`config.mk`:
```
export PLATFORM = sky130hd
export DESIGN_NAME = axis_lane_accum
export DESIGN_NICKNAME = d
export VERILOG_FILES = /design/src/rtl/axis_lane_accum_pkg.sv /design/src/rtl/axis_lane_accum_tree.sv /design/src/rtl/axis_lane_accum.sv
export SDC_FILE = /design/constraint.sdc
export NUM_CORES = 2
export LEC_CHECK = 0
export ABC_AREA = 1
export CAP_MARGIN = 40
export CORE_MARGIN = 2
export CORE_UTILIZATION = 38
export DETAILED_ROUTE_END_ITERATION = 8
export GPL_TIMING_DRIVEN = 1
export HOLD_SLACK_MARGIN = 0.06
export PLACE_DENSITY_LB_ADDON = 0.08
export SLEW_MARGIN = 0
export SYNTH_ARGS = -nofsm -noshare
export SYNTH_HDL_FRONTEND = slang
export SYNTH_SLANG_ARGS = --single-unit
```
`constraint.sdc`:
```
create_clock -name clk -period 6.45 [get_ports clk]
set_input_delay 1.29 -clock clk [delete_from_list [all_inputs] [get_ports clk]]
set_output_delay 1.29 -clock clk [all_outputs]
set_load 0.01 [all_outputs]
```
`src/rtl/axis_lane_accum_pkg.sv`:
```
// axis_lane_accum_pkg
// Shared types and elaboration-time helpers for the lane accumulator.
// Contents:
//   state_t     - frame controller states (IDLE, RUN, DRAIN, DONE)
//   clog2       - ceiling log2, used to size the reduction tree
//   lane_count  - number of W-bit lanes in a B-bit beat (N)
//   tree_width  - full-growth width of the per-beat total (TW = 2W + clog2(N))
//   sat_max/min - signed limits of an acc_w-bit accumulator
package axis_lane_accum_pkg;

    typedef enum logic [1:0] {
        IDLE,
        RUN,
        DRAIN,
        DONE
    } state_t;

    function automatic int clog2(input int value);
        int result;
        int rem;
        result = 0;
        rem    = value - 1;
        while (rem > 0) begin
            result = result + 1;
            rem    = rem >> 1;
        end
        return result;
    endfunction

    function automatic int lane_count(input int b, input int w);
        return b / w;
    endfunction

    // Squares need 2W bits; summing N of them adds clog2(N) bits of growth.
    function automatic int tree_width(input int w, input int n);
        return 2 * w + clog2(n);
    endfunction

    function automatic longint sat_max(input int acc_w);
        return (longint'(1) <<< (acc_w - 1)) - 1;
    endfunction

    function automatic longint sat_min(input int acc_w);
        return -(longint'(1) <<< (acc_w - 1));
    endfunction

endpackage

```
`src/rtl/axis_lane_accum_tree.sv`:
```
// lane_adder_tree
// Two-stage per-beat datapath: unpack N signed lanes, optionally square them
// (stage 1), then reduce them to one full-width signed total (stage 2).
// Ports:
//   clk, rstn   - clock, synchronous active-low reset (clears valids only)
//   in_valid    - beat accepted this cycle
//   in_data     - N packed W-bit two's complement lanes
//   mode        - 0 = lane values, 1 = squared lane values
//   mid_valid   - stage 1 holds a beat
//   out_valid   - stage 2 holds a beat (out_sum is valid)
//   out_sum     - signed total of the beat, TW bits, never truncated
module lane_adder_tree
    import axis_lane_accum_pkg::*;
#(
    parameter int W  = 8,
    parameter int N  = 8,
    parameter int TW = tree_width(W, N)
) (
    input  logic                 clk,
    input  logic                 rstn,
    input  logic                 in_valid,
    input  logic [N*W-1:0]       in_data,
    input  logic                 mode,
    output logic                 mid_valid,
    output logic                 out_valid,
    output logic signed [TW-1:0] out_sum
);

    localparam int W2 = 2 * W;

    logic signed [W2-1:0] lane_ext [N];
    logic signed [W2-1:0] stage1   [N];
    logic signed [TW-1:0] tree_total;

    // Lanes are widened to 2W before squaring so the product never wraps.
    always_comb begin
        for (int k = 0; k < N; k++) begin
            lane_ext[k] = W2'($signed(in_data[k*W +: W]));
        end
    end

    always_comb begin
        tree_total = '0;
        for (int k = 0; k < N; k++) begin
            tree_total = tree_total + TW'(stage1[k]);
        end
    end

    always_ff @(posedge clk) begin
        if (!rstn) begin
            mid_valid <= 1'b0;
            out_valid <= 1'b0;
        end else begin
            mid_valid <= in_valid;
            out_valid <= mid_valid;
        end
    end

    // Data registers only load on a valid beat; they need no reset because
    // the valid shift register qualifies them.
    always_ff @(posedge clk) begin
        if (in_valid) begin
            for (int k = 0; k < N; k++) begin
                stage1[k] <= mode ? (lane_ext[k] * lane_ext[k]) : lane_ext[k];
            end
        end
        if (mid_valid) begin
            out_sum <= tree_total;
        end
    end

endmodule

```
`src/rtl/axis_lane_accum.sv`:
```
// axis_lane_accum
// AXI-Stream lane reducer: each accepted beat is reduced (sum or sum of
// squares of its signed lanes) and accumulated over a frame into a wide,
// optionally saturating register.
// Ports:
//   clk, rstn      - clock, synchronous active-low reset
//   s_axis_*       - input stream (tdata lanes, tvalid, tready, tlast)
//   start          - one-cycle pulse starting a frame (honoured in IDLE only)
//   mode           - 0 = sum, 1 = sum of squares (latched at start)
//   num_beats      - frame length, 0 = end on tlast only (latched at start)
//   busy           - frame in progress
//   done           - one-cycle pulse once sum includes the final beat
//   sum            - accumulated result
//   beat_count     - beats accepted in the current/last frame
//   overflow       - sticky saturation/wrap flag for the current frame
module axis_lane_accum
    import axis_lane_accum_pkg::*;
#(
    parameter int B     = 64,
    parameter int W     = 8,
    parameter int ACC_W = 32,
    parameter int CNT_W = 32,
    parameter int SAT   = 1
) (
    input  logic             clk,
    input  logic             rstn,
    input  logic [B-1:0]     s_axis_tdata,
    input  logic             s_axis_tvalid,
    output logic             s_axis_tready,
    input  logic             s_axis_tlast,
    input  logic             start,
    input  logic             mode,
    input  logic [CNT_W-1:0] num_beats,
    output logic             busy,
    output logic             done,
    output logic [ACC_W-1:0] sum,
    output logic [CNT_W-1:0] beat_count,
    output logic             overflow
);

    localparam int N  = lane_count(B, W);
    localparam int TW = tree_width(W, N);
    // The add must hold both the accumulator and a tree total, which can be
    // wider than the accumulator when ACC_W is small.
    localparam int SW = ((ACC_W > TW) ? ACC_W : TW) + 1;
    localparam logic signed [SW-1:0] SAT_HI = SW'(sat_max(ACC_W));
    localparam logic signed [SW-1:0] SAT_LO = SW'(sat_min(ACC_W));

    state_t               state;
    logic                 mode_q;
    logic [CNT_W-1:0]     num_q;
    logic                 accept;
    logic                 last_beat;
    logic                 mid_valid;
    logic                 tree_valid;
    logic signed [TW-1:0] tree_sum;
    logic signed [SW-1:0] acc_ext;
    logic signed [SW-1:0] add_ext;
    logic signed [SW-1:0] acc_sum;
    logic                 out_of_range;
    logic [ACC_W-1:0]     acc_next;

    assign accept    = s_axis_tvalid && s_axis_tready;
    // tlast and a length match on the same beat are one termination.
    assign last_beat = s_axis_tlast ||
                       ((num_q != '0) && ((beat_count + CNT_W'(1)) == num_q));
    assign busy      = (state != IDLE);

    lane_adder_tree #(
        .W  (W),
        .N  (N),
        .TW (TW)
    ) u_tree (
        .clk       (clk),
        .rstn      (rstn),
        .in_valid  (accept),
        .in_data   (s_axis_tdata),
        .mode      (mode_q),
        .mid_valid (mid_valid),
        .out_valid (tree_valid),
        .out_sum   (tree_sum)
    );

    always_comb begin
        acc_ext      = SW'(signed'(sum));
        add_ext      = SW'(tree_sum);
        acc_sum      = acc_ext + add_ext;
        out_of_range = (acc_sum > SAT_HI) || (acc_sum < SAT_LO);
        acc_next     = acc_sum[ACC_W-1:0];
        if ((SAT != 0) && out_of_range) begin
            acc_next = acc_sum[SW-1] ? SAT_LO[ACC_W-1:0] : SAT_HI[ACC_W-1:0];
        end
    end

    // Frame controller. tready is registered from the next state, so it
    // drops in the cycle after the terminating beat.
    always_ff @(posedge clk) begin
        if (!rstn) begin
            state         <= IDLE;
            s_axis_tready <= 1'b0;
            done          <= 1'b0;
            sum           <= '0;
            beat_count    <= '0;
            overflow      <= 1'b0;
            mode_q        <= 1'b0;
            num_q         <= '0;
        end else begin
            done <= 1'b0;
            if (tree_valid) begin
                sum <= acc_next;
                if (out_of_range) begin
                    overflow <= 1'b1;
                end
            end
            case (state)
                IDLE: begin
                    if (start) begin
                        mode_q        <= mode;
                        num_q         <= num_beats;
                        sum           <= '0;
                        beat_count    <= '0;
                        overflow      <= 1'b0;
                        s_axis_tready <= 1'b1;
                        state         <= RUN;
                    end
                end
                RUN: begin
                    if (accept) begin
                        beat_count <= beat_count + CNT_W'(1);
                        if (last_beat) begin
                            s_axis_tready <= 1'b0;
                            state         <= DRAIN;
                        end
                    end
                end
                DRAIN: begin
                    // Stage 2 empties into sum on this same edge, so once
                    // stage 1 is empty the next cycle's sum is final.
                    if (!mid_valid) begin
                        done  <= 1'b1;
                        state <= DONE;
                    end
                end
                DONE: begin
                    state <= IDLE;
                end
                default: begin
                    state <= IDLE;
                end
            endcase
        end
    end

endmodule

```
==> summary.txt <==
Worst hold path
  • Worst Hold Path Cells: 2
  • Worst hold path class: reg2reg

Global route
  • GRT Total Usage: 19.64%
  • Largest net degree at the start of global routing: 62
  • Vias in the first global route: 26820
  • First-pass GRT wire length: 142.3 mm
  • Congestion Overflow GR: 0
  • Initial antenna violation count: 3

Critical path
  • Critical Path Stages: 30
  • CP max stage delay: 0.50 ns
  • Reg2reg start: u_tree.stage1[0][17]
  • R2r worst-path depth: 30
  • CP delay by family, top: adder cells
  • CP Max Fanout: 4
  • R2R Setup Slk: 0.52 ns
  • Critical Path End Type: flip-flop
  • CP max-delay cell: fa_1
  • Crit-path most repeated cell: nand2_1
  • Startpoint type of the worst setup path: flip-flop
  • Worst setup path startpoint: u_tree.stage1[0][17]
  • Critical Path End: u_tree.out_sum[18]
  • WP data arrival: 6.27 ns
  • Worst Path Buf+Inv: 4
  • Capture point of the worst reg-to-reg path: u_tree.out_sum[18]
  • Worst EP required: 6.79 ns
  • Critical path class: reg2reg

Final layout
  • Area grow syn2layout: 12.55%
  • Most common cell after layout, fill and taps aside: inv_1
  • Layout cells sized above 1: 4.965%
  • Most frequent cells in the layout: inv_1 (1041), nand2_1 (906), fa_1 (458)
  • Sequential Area: 0.006500 sq mm
  • Multi-input gate area: 0.02255 sq mm
  • Layout fillers: 8980
  • Post-Layout Cell Count: 5567
  • NumNets Final: 5223

STA
  • Slew HR: 46.06%
  • Fin. max-slew vios: 0
  • Fin worst setup slack: 0.5172 ns
  • Fmax: 168.6 MHz
  • Endpoints failing hold: 0
  • Setup TNS Final: 0 ns
  • RSZ-0062 raised after global routing: false
  • Worst slew pin tran: 0.8090 ns
  • Minimum clock period after layout: 5.933 ns
  • Setup violators final: 0
  • Clk_skew: 0.01531 ns
  • Final Cycle Share: 91.98%

CTS
  • Post-CTS Setup Repair Bufs: 0
  • Clk_lat worst skew: 0.60 ns
  • CTS tree: done
  • CTS max path bufs: 3
  • Num CTS Buffers: 31
  • CTS sink count: 251
  • CTS clk-pin slew, worst paths: 0.06 ns
  • Root Driver: clkbuf_16
  • H-tree Lvls: 1

Run
  • Max Cap Violations: 0

Power and ir drop
  • Power Density: 461.0 mW/mm^2
  • P_leak: 19.14 nW
  • VDD IR max: 0.0007139 V

Die
  • Row cnt: 108
  • Core Area: 0.08716 sq mm
  • Starting Density: 38.49%
  • Die area: 0.09069 sq mm
  • Number of I/O pins: 170
  • Die W: 301.1 um
  • Die height: 301.1 um

Route
  • Antenna viol nets, final: 0
  • Wire length after detailed routing: 85.90 mm
  • Vias: 25760
  • Vias per std cell: 4.627
  • Average wire per standard cell: 15.43 um
  • DRC: 0
  • TritonRoute pass-1 iters: 5
  • Initial drt markers: 1143

Yosys
  • Synth area leader: fa_1
  • Top-area cell type share of the netlist area: 27.33%
  • Post-synth EDFFs: 147
  • Most common flop cell mapped by yosys: edfxtp_1
  • Synth Instances: 4236
  • Cell Area, Synth: 0.03355 sq mm
  • Yosys warns: 0
  • Mean Syn Cell Area: 7.920 sq um
  • Post-synthesis sequential element count: 251
  • Seq/Total Area, Yosys: 19.36%
  • Top post-synthesis cells by area: fa_1 (27%), edfxtp_1 (13%), inv_1 (12%)
  • Synth unique cells: 47
  • Post-synth ARST share: 0%
  • Post-synth net total: 5072

Place
  • Placed insts: 5509
  • Detail Placement HPWL: 72.50 mm
  • PortBufs: 169
  • Routability cong.: 0.8612
  • Place WS: 0.1015 ns

Status
  • Status: complete, no violations
flip-flops by register name, indices dropped and copies added (netlist names):
| name | flops |
|---|---|
| u_tree.out_valid | 1 |
| u_tree.mid_valid | 1 |
| mode_q | 1 |
| num_q | 32 |
| overflow | 1 |
| state | 2 |
| u_tree.out_sum | 19 |
| s_axis_tready | 1 |
| done | 1 |
| sum | 32 |
| beat_count | 32 |
| u_tree.stage1 | 128 |
worst register-to-register path: cells and delay by family, from the launching register on:
kind            cells  cell delay [ns]
fa+ha+maj           7             2.80
compound gates      8             1.25
simple gates       10             0.78
flops               1             0.35
xor+xnor            1             0.25
buf+inv             4             0.24
kinds of logic after synthesis:
logic type / Yosys count / share of synthesized area, %
AOI/OAI and AO/OA: 539 / 8.812
xor gates and xnor gates: 144 / 3.759
adders and majority gates: 734 / 37.62
buffers and inverters: 1181 / 13.47
DFF: 251 / 19.36
and+or+nand+nor: 1387 / 16.98
worst min path at each step:
stage / start / endpoint / slack [ns]
after floorplan: num_q[0] / num_q[0] / 0.45
after global placement: overflow / overflow / 0.45
after detailed placement: overflow / overflow / 0.45
after CTS: overflow / overflow / 0.45
after global routing: overflow / overflow / 0.49
final: overflow / overflow / 0.45
power breakdown:
group / switching [mW] / total (mW) / internal (mW)
logic: 7.83 / 13.0 / 5.14
clock network: 0.711 / 1.71 / 0.994
registers: 0.234 / 2.74 / 2.50
total: 8.77 / 17.4 / 8.64
layer usage:
| layer | part of all wire [%] | routed length (um) | vias to the layer above | track usage (%) |
|---|---|---|---|---|
| met1 | 46 | 39530 | 12230 | 26.25 |
| met5 | 0.019 | 16 | - | 0 |
| li1 | - | - | 13150 | - |
| met2 | 49 | 42500 | 305 | 34.99 |
| met3 | 2.8 | 2372 | 72 | 1.527 |
| met4 | 1.7 | 1478 | 2 | 3.577 |
synth_stat cells, types with 3 or more instances:
| cell type | number |
|---|---|
| inv_2 | 5 |
| nand3b_1 | 18 |
| nor2_2 | 6 |
| and2_1 | 3 |
| a21oi_2 | 30 |
| buf_6 | 3 |
| o31ai_1 | 14 |
| nor3_1 | 16 |
| ha_1 | 276 |
| nand3_2 | 6 |
| o21a_1 | 6 |
| or2_2 | 18 |
| inv_1 | 1042 |
| o21ai_0 | 218 |
| nand3_1 | 131 |
| a31oi_1 | 14 |
| dfxtp_1 | 104 |
| nor2_1 | 238 |
| o21bai_1 | 11 |
| a21oi_1 | 221 |
| nand4_1 | 17 |
| xnor2_1 | 72 |
| a21o_1 | 11 |
| a211oi_1 | 3 |
| nand2_1 | 906 |
| nand2_2 | 18 |
| nor3_2 | 3 |
| edfxtp_1 | 147 |
| nor4_1 | 4 |
| clkbuf_1 | 121 |
| xor2_1 | 72 |
| o21ai_1 | 4 |
| fa_1 | 458 |
| a21boi_0 | 3 |
per-stage QoR:
stage	power, mW	utilization, %	cell area [sq um]	hold slack (ns)
floorplan	12.40	-	33550	0.4522
global placement	15.63	42.11	36700	0.4465
detailed placement	15.71	42.20	36780	0.4450
CTS	17.52	43.31	37750	0.4543
global route	19.62	43.32	37760	0.4852
finish	17.41	43.33	37760	0.4499
layout make-up:
| cell class | count | area share (%) |
|---|---|---|
| multi-input combinational | 2804 | 59.72 |
| clock buffer | 39 | 2.134 |
| tap | 1155 | 3.827 |
| clock inverter | 18 | 0.4307 |
| sequential | 251 | 17.21 |
| inverter | 1047 | 10.41 |
| antenna | 1 | 0.006627 |
| timing repair buffer | 252 | 6.256 |
what timing repair did:
action | in CTS | in global routing
hold buffers | 0 | 0
resized for setup | 0 | 6
setup endpoints to repair | 0 | 4
(Power assumes the default switching activity.)
